$ cat config.mk
export PLATFORM = sky130hd
export DESIGN_NAME = psum_pad_ctrl
export DESIGN_NICKNAME = d
export VERILOG_FILES = /design/src/rtl/pe_pkg.sv /design/src/rtl/psum_sat.sv /design/src/rtl/psum_pad_ctrl.sv
export SDC_FILE = /design/constraint.sdc
export NUM_CORES = 1
export LEC_CHECK = 0
export CORE_MARGIN = 2
export CORE_UTILIZATION = 53
export CTS_BUF_LIST = sky130_fd_sc_hd__clkbuf_4
export CTS_CLUSTER_DIAMETER = 40
export DETAILED_ROUTE_END_ITERATION = 7
export GPL_TIMING_DRIVEN = 1
export PLACE_DENSITY = 0.78
export SLEW_MARGIN = 0
export SYNTH_ARGS = -nofsm -noshare
export SYNTH_HDL_FRONTEND = slang
export SYNTH_SLANG_ARGS = --single-unit
$ cat constraint.sdc
create_clock -name clk -period 2.5 [get_ports clk]
set_input_delay 0.25 -clock clk [delete_from_list [all_inputs] [get_ports clk]]
set_output_delay 0.25 -clock clk [all_outputs]
set_load 0.05 [all_outputs]
$ cat src/rtl/pe_pkg.sv
// ---------------------------------------------------------------------------
// pe_pkg
// Shared definitions for the processing-element partial-sum logic.
//   - drain_state_t : encoding of the psum drain state machine
//   - PSUM_DATA_WIDTH, SAT_MAX, SAT_MIN : default stored-psum width and its
//     signed saturation limits (two's complement bit patterns)
// ---------------------------------------------------------------------------
package pe_pkg;

   localparam int PSUM_DATA_WIDTH = 16;

   localparam logic [PSUM_DATA_WIDTH-1:0] SAT_MAX = {1'b0, {(PSUM_DATA_WIDTH-1){1'b1}}};
   localparam logic [PSUM_DATA_WIDTH-1:0] SAT_MIN = {1'b1, {(PSUM_DATA_WIDTH-1){1'b0}}};

   // Gray-ordered so that every legal transition flips a single bit.
   typedef enum logic [1:0] {
      DRAIN_IDLE = 2'b00,
      DRAIN_RD   = 2'b01,
      DRAIN_OUT  = 2'b11,
      DRAIN_DONE = 2'b10
   } drain_state_t;

endpackage

$ cat src/rtl/psum_sat.sv
// ---------------------------------------------------------------------------
// psum_sat
// Combinational signed saturator from OUT_DATA_WIDTH down to DATA_WIDTH.
// Ports:
//   din  : signed MAC result, OUT_DATA_WIDTH bits
//   dout : din clamped to the signed DATA_WIDTH range
// ---------------------------------------------------------------------------
module psum_sat
   import pe_pkg::*;
#(
   parameter int DATA_WIDTH     = PSUM_DATA_WIDTH,
   parameter int OUT_DATA_WIDTH = 36
) (
   input  logic signed [OUT_DATA_WIDTH-1:0] din,
   output logic        [DATA_WIDTH-1:0]     dout
);

   // Saturation limits sign-extended to the input width for comparison.
   localparam logic signed [OUT_DATA_WIDTH-1:0] MAX_EXT =
      {{(OUT_DATA_WIDTH-DATA_WIDTH+1){1'b0}}, {(DATA_WIDTH-1){1'b1}}};
   localparam logic signed [OUT_DATA_WIDTH-1:0] MIN_EXT =
      {{(OUT_DATA_WIDTH-DATA_WIDTH+1){1'b1}}, {(DATA_WIDTH-1){1'b0}}};

   always_comb begin
      dout = din[DATA_WIDTH-1:0];
      if (din > MAX_EXT) begin
         dout = {1'b0, {(DATA_WIDTH-1){1'b1}}};
      end else if (din < MIN_EXT) begin
         dout = {1'b1, {(DATA_WIDTH-1){1'b0}}};
      end
   end

endmodule

$ cat src/rtl/psum_pad_ctrl.sv
// ---------------------------------------------------------------------------
// psum_pad_ctrl
// Per-PE partial-sum scratchpad with a streaming drain engine.
// Ports:
//   clk, rst           : clock, asynchronous active-high reset
//   Para_filter_num    : active channel count N (0 means 2**OFPAD_WIDTH)
//   psum_store_flag    : store saturated accum_out into entry cnt_b
//   cnt_b              : channel address for store and read
//   accum_out          : signed MAC result
//   internal_psum      : registered read of entry cnt_b (0 if entry empty)
//   drain_start        : pulse to stream entries 0..N-1
//   dout_valid/ready   : stream handshake
//   dout_data          : stream word
//   dout_last          : marks entry N-1
//   drain_busy         : drain engine active
//   drain_done         : one-cycle pulse after the last handshake
//   store_conflict     : one-cycle pulse, a store arrived during a drain
// ---------------------------------------------------------------------------
module psum_pad_ctrl
   import pe_pkg::*;
#(
   parameter int DATA_WIDTH     = 16,
   parameter int OUT_DATA_WIDTH = 36,
   parameter int OFPAD_WIDTH    = 4
) (
   input  logic                             clk,
   input  logic                             rst,
   input  logic        [OFPAD_WIDTH-1:0]    Para_filter_num,
   input  logic                             psum_store_flag,
   input  logic        [OFPAD_WIDTH-1:0]    cnt_b,
   input  logic signed [OUT_DATA_WIDTH-1:0] accum_out,
   output logic        [DATA_WIDTH-1:0]     internal_psum,
   input  logic                             drain_start,
   output logic                             dout_valid,
   input  logic                             dout_ready,
   output logic        [DATA_WIDTH-1:0]     dout_data,
   output logic                             dout_last,
   output logic                             drain_busy,
   output logic                             drain_done,
   output logic                             store_conflict
);

   localparam int DEPTH = 2**OFPAD_WIDTH;

   drain_state_t state_reg, state_next;

   logic [DATA_WIDTH-1:0]  pad_mem [DEPTH];
   logic [DEPTH-1:0]       valid_reg;
   logic [OFPAD_WIDTH-1:0] ptr_reg;
   logic [OFPAD_WIDTH-1:0] n_reg;
   logic [OFPAD_WIDTH-1:0] last_ptr;
   logic [DATA_WIDTH-1:0]  sat_val;
   logic [DATA_WIDTH-1:0]  rd_word;
   logic [DATA_WIDTH-1:0]  ptr_word;
   logic [DATA_WIDTH-1:0]  internal_psum_reg;
   logic [DATA_WIDTH-1:0]  dout_data_reg;
   logic                   dout_valid_reg;
   logic                   dout_last_reg;
   logic                   store_conflict_reg;
   logic                   fwd_ptr;
   logic                   handshake;

   // One saturator feeds the pad write, the internal_psum forward and the
   // drain forward: all three only ever need the value being stored now.
   psum_sat #(
      .DATA_WIDTH     (DATA_WIDTH),
      .OUT_DATA_WIDTH (OUT_DATA_WIDTH)
   ) u_sat (
      .din  (accum_out),
      .dout (sat_val)
   );

   // Pad data carries no reset; emptiness is tracked by valid_reg.
   always_ff @(posedge clk) begin
      if (psum_store_flag) begin
         pad_mem[cnt_b] <= sat_val;
      end
   end

   // N-1 in OFPAD_WIDTH bits; N=0 wraps to the all-ones last index.
   assign last_ptr  = n_reg - 1'b1;

   // Store and read share cnt_b, so a store always forwards to the read.
   assign rd_word   = psum_store_flag ? sat_val
                    : (valid_reg[cnt_b] ? pad_mem[cnt_b] : '0);
   assign fwd_ptr   = psum_store_flag && (cnt_b == ptr_reg);
   assign ptr_word  = fwd_ptr ? sat_val
                    : (valid_reg[ptr_reg] ? pad_mem[ptr_reg] : '0);
   assign handshake = dout_valid_reg && dout_ready;

   // Drain FSM state register
   always_ff @(posedge clk or posedge rst) begin
      if (rst) begin
         state_reg <= DRAIN_IDLE;
      end else begin
         state_reg <= state_next;
      end
   end

   // Drain FSM next-state logic
   always_comb begin
      state_next = state_reg;
      case (state_reg)
         DRAIN_IDLE: if (drain_start) state_next = DRAIN_RD;
         DRAIN_RD:   state_next = DRAIN_OUT;
         DRAIN_OUT:  if (handshake) state_next = dout_last_reg ? DRAIN_DONE : DRAIN_RD;
         DRAIN_DONE: state_next = DRAIN_IDLE;
         default:    state_next = DRAIN_IDLE;
      endcase
   end

   // Datapath: valid bits, read port, stream registers
   always_ff @(posedge clk or posedge rst) begin
      if (rst) begin
         valid_reg          <= '0;
         ptr_reg            <= '0;
         n_reg              <= '0;
         internal_psum_reg  <= '0;
         dout_data_reg      <= '0;
         dout_valid_reg     <= 1'b0;
         dout_last_reg      <= 1'b0;
         store_conflict_reg <= 1'b0;
      end else begin
         internal_psum_reg  <= rd_word;
         store_conflict_reg <= psum_store_flag && (state_reg != DRAIN_IDLE);

         case (state_reg)
            DRAIN_IDLE: begin
               if (drain_start) begin
                  ptr_reg <= '0;
                  n_reg   <= Para_filter_num;
               end
            end
            DRAIN_RD: begin
               dout_data_reg  <= ptr_word;
               dout_last_reg  <= (ptr_reg == last_ptr);
               dout_valid_reg <= 1'b1;
            end
            DRAIN_OUT: begin
               // Drop valid after each accepted word so the stale word is
               // never presented twice while the next entry is fetched.
               if (handshake) begin
                  dout_valid_reg <= 1'b0;
                  dout_last_reg  <= 1'b0;
                  if (!dout_last_reg) begin
                     ptr_reg <= ptr_reg + 1'b1;
                  end
               end
            end
            default: ;
         endcase

         // Reading an entry empties it; a store in the same cycle wins.
         if (state_reg == DRAIN_RD) begin
            valid_reg[ptr_reg] <= 1'b0;
         end
         if (psum_store_flag) begin
            valid_reg[cnt_b] <= 1'b1;
         end
      end
   end

   assign internal_psum  = internal_psum_reg;
   assign dout_data      = dout_data_reg;
   assign dout_valid     = dout_valid_reg;
   assign dout_last      = dout_last_reg;
   assign store_conflict = store_conflict_reg;
   assign drain_busy     = (state_reg != DRAIN_IDLE);
   assign drain_done     = (state_reg == DRAIN_DONE);

endmodule
==> run metrics, run 1 <==
Post-Syn Area=~15000 sq um; pre-CTS setup slack=just under 90 ps; CTS sink cnt=around 320; Worst Setup SP=valid_reg[7]; CTS tree=yes; Peak VDD IR=around 0.52 mV; Final Hold Fails=0; final critical-path required period=between 2000 and 2500 ps; outcome=finished, final reports clean; P_sw=~5.4 mW; top cells by area, synth=edfxtp_1, mux4_2, dfrtp_1, mux2i_1, a21o_1; top-count cell post-synth=edfxtp_1; Worst Path Required=around 3100 ps; initial antenna violation count=1; Post-Synth Adder-Cell Area=less than 1%; Logic pwr share=32.0%; EDFF count, synth=256; register area=roughly 9000 sq um; Worst Hold Margin=about 170 ps; fmax=roughly 420 MHz; Tot GR Track Use=between 20% and 30%; Core Area=around 28000 sq um; vias in the first global route=10098; total number of vias=just under 10000; switching part of the total power=32.9%; Horiz. Die Dim=~170 microns; H-Tree Depth=3; layout cell share with drive strength beyond 1=between 30% and 40%; DRT Pass-1 Iters=5; final setup margin=around 140 ps; RD Place Congestion=between 0.8 and 0.9; Initial DRC Count=between 1000 and 1500; area grow syn2layout=20.2%; Clock Path Buffers=3; filler cell count=about 1900; Clock transition at path regs=approximately 70 ps; CTS Buf Count=slightly below 80; kind of critical path=flop to flop; Boundary Pins=86; post-route ant nets=0; max_slew headroom=45.0%; CTS root buffer=clkbuf_4; Pwr Total=between 15 and 20 mW; Starting Density=between 50% and 60%; RSZ-0062 raised after global routing=no; Met3 Wirelength=~4.3 mm; Final Setup Violations=0; Post-Synth Simple-Gate Area=roughly 4.6%; synth warn=0; power density over cell area=approximately 900 nW/um^2; Synth top area share=50.9%; largest area contributor in the synthesized netlist=edfxtp_1; Die Y=173 microns; largest family of logic cells by synthesized area=multiplexers; final worst path period share=between 90% and 100%; Post-Synth XOR/XNOR Area=0.637%; startpoint of the worst hold path=Para_filter_num[1]; Pint=~11 mW; HP Class=primary input to flop; Critical Path AT=roughly 3000 ps; Final HPWL DP=about 26 mm; fraction of registers with async set/reset=approximately 19%; Routed WL=around 40 mm; first-pass GRT wire length=around 61 mm; Crit. End Element=flop; Seq cells post-synth=~320; met2 wire length=20.4 mm; synth cell count leaders=edfxtp_1, mux4_2, dfrtp_1; largest reg by FF count=pad_mem; Clk network pwr share=between 20% and 30%; max FFs per register=approximately 260; DRC=0; Synth Area in Compound Gates=under 10%; Critical Path Start Type=flop; wire length on met1=~14 mm; Top Metal Used=met4; WL/cell=roughly 27 microns; Final TNS setup=0 ps; Post-Syn Nets=919; Worst Path Max Fanout=12; Static Leak=about 6.3 nW; Max-cap violations=0; Worst Max-Slew Pin Slew=approximately 800 ps; footprint of the multi-input gates=between 5000 and 6000 sq um; die area=29900 sq um; Congestion Overflow GR=0; worst skew pair latency=roughly 700 ps; post-synth cell types=46; port buffer count=85; row count=61; via/cell ratio=6.53; Mapped Avg Cell Area=between 15 and 20 sq um; r2r setup slk=140 ps; register area share after synthesis=between 60% and 70%; largest net degree at the start of global routing=37; Post-Syn Instances=approximately 870; Post-synth top flop=edfxtp_1; nets=1106; Sequential Power Share=just over 40%; Max Slew Vio Count=0; Worst Clk Skew=~49 ps; r2r startpoint=valid_reg[7]; post-synthesis mux area share=roughly a quarter
-- power by group through the flow --
stage               combinational (mW)  clock [mW]  sequential [mW]
floorplan                         3.09           0             7.07
global placement                  5.08           0             6.65
detailed placement                5.16           0             6.66
CTS                               5.20        4.61             6.55
global route                      5.48        4.87             6.61
finish                            5.21        4.52             6.57
-- area by class of cell --
type,instances,share of cell area (%)
Sequential cell,317,50.8
Multi-Input combinational cell,473,30.8
Timing Repair Buffer,175,9.80
Clock buffer,109,4.51
Tap cell,378,2.60
Clock inverter,35,1.35
Inverter,7,0.145
Antenna cell,1,0.0138
-- layer usage --
| metal | GRT usage [%] | vias to the layer above |
|---|---|---|
| met5 | 0 | - |
| met1 | 35.4 | 4936 |
| li1 | - | 4013 |
| met4 | 13.0 | 0 |
| met3 | 6.29 | 124 |
| met2 | 45.2 | 696 |
-- layout by cell type, fill, tap and decap left out, types with 16 or more instances in the layout --
cell type,Yosys,layout
edfxtp_1,256,256
nor2_1,35,23
dfrtp_1,61,59
clkbuf_4,0,109
nand2_1,42,42
clkinv_1,0,23
clkdlybuf4s50_1,0,79
a2111oi_0,16,16
a211oi_1,17,17
mux2i_1,50,50
a21o_1,34,34
buf_4,8,69
mux4_2,133,133
nor2b_1,18,18
buf_12,0,21
-- critical path: stages, from the launching register on --
cell and delay [ps]:
dfrtp_1 400, mux4_2 250, mux2i_1 70, mux2_2 490
buf_4 240, a2111oi_0 700, a21o_1 160
-- logic make-up (layout without fill, tap and decap cells) --
logic type,after synthesis,count (layout)
buffers and inverters,75,326
adders and majority gates,5,5
other,0,1
DFF,317,317
muxes,191,191
AOI/OAI and AO/OA,124,124
and+or+nand+nor,142,142
xor gates and xnor gates,11,11
-- through the flow --
step,std cells,instance area (sq um),util (%)
floorplan,865,15100,-
global placement,1349,17100,61.1
detailed placement,1349,17100,61.1
CTS,1494,18200,65.0
global route,1495,18200,65.0
finish,1495,18200,65.0
-- path summary, 6_finish.rpt --
kind / cells after the start / end
setup / recovery: 6 / internal_psum[0]
hold / removal: 3 / n_reg[1]
setup reg to reg: 6 / internal_psum[0]
hold reg to reg: 2 / dout_data[0]
max in group asynchronous: 4 / ptr_reg[3]
min in group asynchronous: 3 / store_conflict
-- what timing repair did --
item                                    in CTS  in global routing
endpoints found under the setup margin       0                  2
endpoints found under the hold margin       20                  0
resized for setup                            0                  2
hold buffers                                 1                  0
buffers inserted                             0                  0
Note: power is estimated with default switching activity, not from simulation.
==> inputs of run 2 (changes only) <==
ABC_AREA = 1   (was not set)
SLEW_MARGIN = 20   (was 0)
==> run 2 against run 1 <==
- die area grew 9.9%
- synthesized cell count grew 130%
- global-route usage grew 3.7 points
- register-to-register slack gained 40 ps
- clock skew grew 1.3 ps
- setup slack gained 33 ps
- clock power grew 5.3%
- cell area grew 7.2%
- worst hold slack lost 51 ps
- routed wire length grew 27%
- first-iteration DRC count grew 40%
- critical path type is now flop to output pin
- critical endpoint is now drain_busy
==> run metrics, run 2 <==
critical-path cell list=nor2_1, inv_1, clkdlybuf4s50_1 (was mux4_2, mux2i_1, mux2_2, buf_4, a2111oi_0, a21o_1); wire length on met1=19.0 mm (was 14.4 mm); Final TNS setup=0 ps (unchanged); final worst path period share=93.2% (was 94.5%); Met3 Wirelength=6.58 mm (was 4.32 mm); r2r setup slk=180 ps (was 140 ps); register area share after synthesis=55.4% (was 61.0%); Core Area=30700 sq um (was 27900 sq um); register area=9220 sq um (unchanged); met2 wire length=23.2 mm (was 20.4 mm); DRC=0 (unchanged); post-synth cell types=28 (was 46); Synth top area share=46.2% (was 50.9%); CTS sink cnt=317 (unchanged); EDFF count, synth=256 (unchanged); fraction of registers with async set/reset=19.2% (unchanged); fmax=429 MHz (was 423 MHz); top-count cell post-synth=nand2_1 (was edfxtp_1); CTS root buffer=clkbuf_4 (unchanged); max FFs per register=256 (unchanged); Clock transition at path regs=60 ps (was 70 ps); post-route ant nets=0 (unchanged); outcome=finished, final reports clean (unchanged); Tot GR Track Use=31.4% (was 27.6%); die area=32800 sq um (was 29900 sq um); Worst Hold Margin=114 ps (was 165 ps); Die Y=181 microns (was 173 microns); total number of vias=14891 (was 9769); Static Leak=9.28 nW (was 6.29 nW); Critical Path Start Type=flop (unchanged); top cells by area, synth=edfxtp_1, nand2_1, dfrtp_1, inv_1, a22oi_1 (was edfxtp_1, mux4_2, dfrtp_1, mux2i_1, a21o_1); Worst Max-Slew Pin Slew=853 ps (was 805 ps); synth warn=0 (unchanged); Final HPWL DP=32.4 mm (was 25.7 mm); initial antenna violation count=3 (was 1); worst skew pair latency=720 ps (was 700 ps); Max-cap violations=0 (unchanged); vias in the first global route=14652 (was 10098); Initial DRC Count=1741 (was 1248); Post-Syn Instances=1994 (was 865); DP Area=18300 sq um (was 17100 sq um); Final Setup Violations=0 (unchanged); kind of critical path=flop to output pin (was flop to flop); Worst Clk Skew=50.7 ps (was 49.4 ps); most frequent cells in the layout=nand2_1, inv_1, edfxtp_1 (was edfxtp_1, mux4_2, clkbuf_4); largest net degree at the start of global routing=104 (was 37); largest reg by FF count=pad_mem (unchanged); Post-Syn Area=16600 sq um (was 15100 sq um); Congestion Overflow GR=0 (unchanged); area grow syn2layout=17.0% (was 20.2%); startpoint of the worst hold path=Para_filter_num[3] (was Para_filter_num[1]); H-Tree Depth=3 (unchanged); CP max stage cell=clkdlybuf4s50_1 (was a2111oi_0); Worst Path Max Fanout=5 (was 12); filler cell count=2529 (was 1899); Peak VDD IR=0.615 mV (was 0.523 mV); Worst Setup SP=state_reg[0] (was valid_reg[7]); Post-synth top flop=edfxtp_1 (unchanged); HP Class=primary input to flop (unchanged); most common cell after layout, fill and taps aside=nand2_1 (was edfxtp_1); Horiz. Die Dim=181 microns (was 173 microns); Clock Path Buffers=3 (unchanged); r2r startpoint=ptr_reg[3] (was valid_reg[7]); RD Place Congestion=0.956 (was 0.845); Max Slew Vio Count=0 (unchanged); Starting Density=54.1% (about the same); CTS Buf Count=81 (was 78); first-pass GRT wire length=79.3 mm (was 61.3 mm); Boundary Pins=86 (unchanged); largest area contributor in the synthesized netlist=edfxtp_1 (unchanged); Top Metal Used=met4 (unchanged); Mapped Avg Cell Area=8.35 sq um (was 17.5 sq um); synth cell count leaders=nand2_1, inv_1, edfxtp_1 (was edfxtp_1, mux4_2, dfrtp_1); nets=2205 (was 1106); power density over cell area=879 nW/um^2 (was 898 nW/um^2); final critical-path required period=2330 ps (was 2360 ps); Critical Path AT=2080 ps (was 2990 ps); DRT Pass-1 Iters=7 (was 5); footprint of the multi-input gates=5630 sq um (was 5600 sq um); via/cell ratio=5.70 (was 6.53); WL/cell=19.7 microns (was 27.2 microns); row count=64 (was 61); Routed WL=51.5 mm (was 40.6 mm); CTS tree=yes (unchanged); port buffer count=85 (unchanged); Post-Syn Nets=2048 (was 919); Crit. End Element=output pin (was flop); Final Hold Fails=0 (unchanged); layout cell share with drive strength beyond 1=11.7% (was 34.8%); post-layout instance area=19500 sq um (was 18200 sq um); max_slew headroom=42.8% (was 45.0%); Worst Path Required=2250 ps (was 3130 ps); CP max stage delay=690 ps (was 700 ps); Seq cells post-synth=317 (unchanged); RSZ-0062 raised after global routing=no (unchanged)
[run 2: power by group]
group / internal [mW] / switching (mW) / total [mW]
clock network: 2.60 / 2.16 / 4.76
logic: 1.83 / 4.14 / 5.97
registers: 6.10 / 0.275 / 6.37
[run 2: layout make-up]
type	instances	area share, %
Tap cell	396	2.55
Inverter	353	6.82
Timing Repair Buffer	173	8.61
Sequential cell	317	47.4
Clock buffer	126	4.86
Multi-Input combinational cell	1225	28.9
Clock inverter	20	0.848
Antenna cell	3	0.0386
[run 2: kinds of logic after synthesis]
family	count (synthesis)	share of synthesized area, %
buffers and inverters	452	11.1
AOI/OAI and AO/OA	202	8.20
DFF	317	55.4
adders and majority gates	5	0.376
and+or+nand+nor	1013	24.7
xor gates and xnor gates	5	0.263
[run 2: final timing paths]
kind                       cells after the start           endpoint
min in group asynchronous                      3  internal_psum[10]
max in group asynchronous                      4      dout_data[10]
setup reg to reg                              10       dout_data[2]
hold / removal                                 3           n_reg[3]
hold reg to reg                                2       dout_data[7]
setup / recovery                               3         drain_busy
[run 2: through the flow]
stage	setup slack (ps)	power [mW]	instances	utilization (%)
after floorplan	357	10.4	1994	-
final	171	17.1	2613	63.3
after global routing	38.5	18.0	2612	63.3
after detailed placement	110	12.3	2463	59.6
after CTS	142	17.0	2610	63.3
after global placement	220	12.2	2463	59.6
[run 2: worst max-delay path: cells and delay by family, from the launching register on]
family,cells,cell delay [ps]
buf+inv,2,750
flops,1,420
simple gates,1,210
[run 2: timing repair]
action	4_1_cts	5_1_grt
buffers inserted	0	0
gates resized for setup	0	0
endpoints found under the hold margin	15	0
hold buffers	1	0
[run 2: metal layers]
layer | up-vias | global-route usage, %
li1 | 6768 | -
met1 | 6824 | 40.4
met2 | 1079 | 48.3
met3 | 220 | 8.20
met4 | 0 | 17.9
met5 | - | 0
==> patch (flow settings as in run 2) <==
`OFPAD_WIDTH`: 4 -> 5.
--- a/src/rtl/psum_pad_ctrl.sv
+++ b/src/rtl/psum_pad_ctrl.sv
@@ -21,7 +21,7 @@
 #(
    parameter int DATA_WIDTH     = 16,
    parameter int OUT_DATA_WIDTH = 36,
-   parameter int OFPAD_WIDTH    = 4
+   parameter int OFPAD_WIDTH    = 5
 ) (
    input  logic                             clk,
    input  logic                             rst,
Interface: changed (resized Para_filter_num and cnt_b); port bits go from 86 to 88. The function was not compared with the original's and may differ.
==> patch against run 2 <==
- the run now ends with design-rule violations left
- sequential power increased by 84%
- worst setup slack worse by 0.15 ns
- power grew 82%
- sequential share of layout area grew 1.4 points
- sequential cell count grew 274
- synthesized area increased by 81%
- fmax is 6.0% lower
- routed wire length grew 110%
- core utilization barely moved
- design area up 83%
- critical path type unchanged
- largest power group unchanged
==> patch: results (changes against run 2) <==
Synth cell types=37 (was 28); Iter 0 DRT Violations=4,648 (was 1,741); final worst-path cycle share=99.1% (was 93.2%); Routed met1 length=36,300 um (was 19,000 um); RR Startpoint=ptr_reg[0] (was ptr_reg[3]); post-place setup slack=-0.277 ns (was 0.110 ns); worst skew pair latency=1.07 ns (was 0.72 ns); Buffers on Ports=87 (was 85); GR Layer Usage met1=44.3% (was 40.4%); Setup crit start=dout_data[1] (was state_reg[0]); first-pass GRT wire length=156,000 um (was 79,300 um); commonest cells in the netlist=nand2_1, edfxtp_1, nor2_1 (was nand2_1, inv_1, edfxtp_1); vias in the first global route=26,200 (was 14,700); routed length on met2=45,800 um (was 23,200 um); top post-synthesis cells by area=edfxtp_1, nand2_1, dfrtp_1, nor2_1, a22oi_1 (was edfxtp_1, nand2_1, dfrtp_1, inv_1, a22oi_1); max reg flops=512 (was 256); Seq group=11.7 mW (was 6.37 mW); Seq/Total Area, Yosys=57.7% (was 55.4%); Post-Syn Instances=3,519 (was 1,994); status=finished, violations left (was finished, final reports clean); worst vdd ir=0.000793 V (was 0.000615 V); Met3 Wirelength=16,300 um (was 6580 um); fraction of layout instances using a drive strength above 1=12.5% (was 11.7%); Reg2Reg Setup Slack=0.03 ns (was 0.18 ns); Power Internal=19.0 mW (was 10.5 mW); combinational share of power=35.1% (was 34.9%); drc violations=1 (was 0); Nets=3,843 (was 2,205); syn nets=3,575 (was 2,048); Synth Area in Compound Gates=9.10% (was 8.20%); Post-Synth Adder-Cell Area=0.208% (was 0.376%); Total Routing Usage GR=35.8% (was 31.4%); WL per Instance=22.8 um (was 19.7 um); met2 Use GR=52.8% (was 48.3%); Critical Path End=dout_data[1] (was drain_busy); met3 usage=12.7% (was 8.20%); GPL Wtd Cong=1.02 (was 0.956); RR Endpoint=dout_data[14] (was dout_data[2]); Async SR Flop Fraction=13.4% (was 19.2%); XOR/XNOR share of the synthesized area=0.262% (was 0.263%); hold slack=0.0246 ns (was 0.114 ns); failing checks=design-rule violations; Rel. slew slack=54.5% (was 42.8%); Hold Path Stages=7 (was 3); CP Max Fanout=2 (was 5); top sig layer=met5 (was met4); via count=27,800 (was 14,900); fin cells=4,658 (was 2,613); Sw Ratio=39.0% (was 38.4%); largest net degree at the start of global routing=100 (was 104); Post-DP Area=33,500 um2 (was 18,300 um2); WP data arrival=2.23 ns (was 2.08 ns); H-tree levels=4 (was 3); TritonCTS Buffers=158 (was 81); skew final=0.0472 ns (was 0.0507 ns); Hold EP=dout_data[9] (was n_reg[3])
patch: cell types whose count changed after synthesis, moves of 20 or more:
cell | run 2 | this run
a22oi_1 | 135 | 175
inv_1 | 342 | 263
nand3_1 | 171 | 117
o21ai_0 | 44 | 159
buf_2 | 62 | 105
a21oi_1 | 19 | 78
nor2_1 | 36 | 393
o21ai_1 | 0 | 23
nand2_1 | 772 | 1446
clkbuf_1 | 20 | 44
edfxtp_1 | 256 | 512
buf_1 | 3 | 23
patch: cell type report:
type / instances / area [um2] / share of cell area [%]
tap: 756 / 946 / 2.66
sequential: 591 / 17400 / 48.7
clock buffer: 222 / 1670 / 4.68
inverter: 270 / 1020 / 2.88
multi-input combinational: 2466 / 10800 / 30.3
clock inverter: 46 / 267 / 0.748
timing repair buffer: 300 / 3550 / 9.97
antenna: 7 / 17.5 / 0.0492
patch: repair_timing:
item                                    in CTS  in global routing
endpoints found under the setup margin      22                 11
resized for setup                           23                 13
hold endpoints to repair                    59                  0
hold buffers                                19                  0
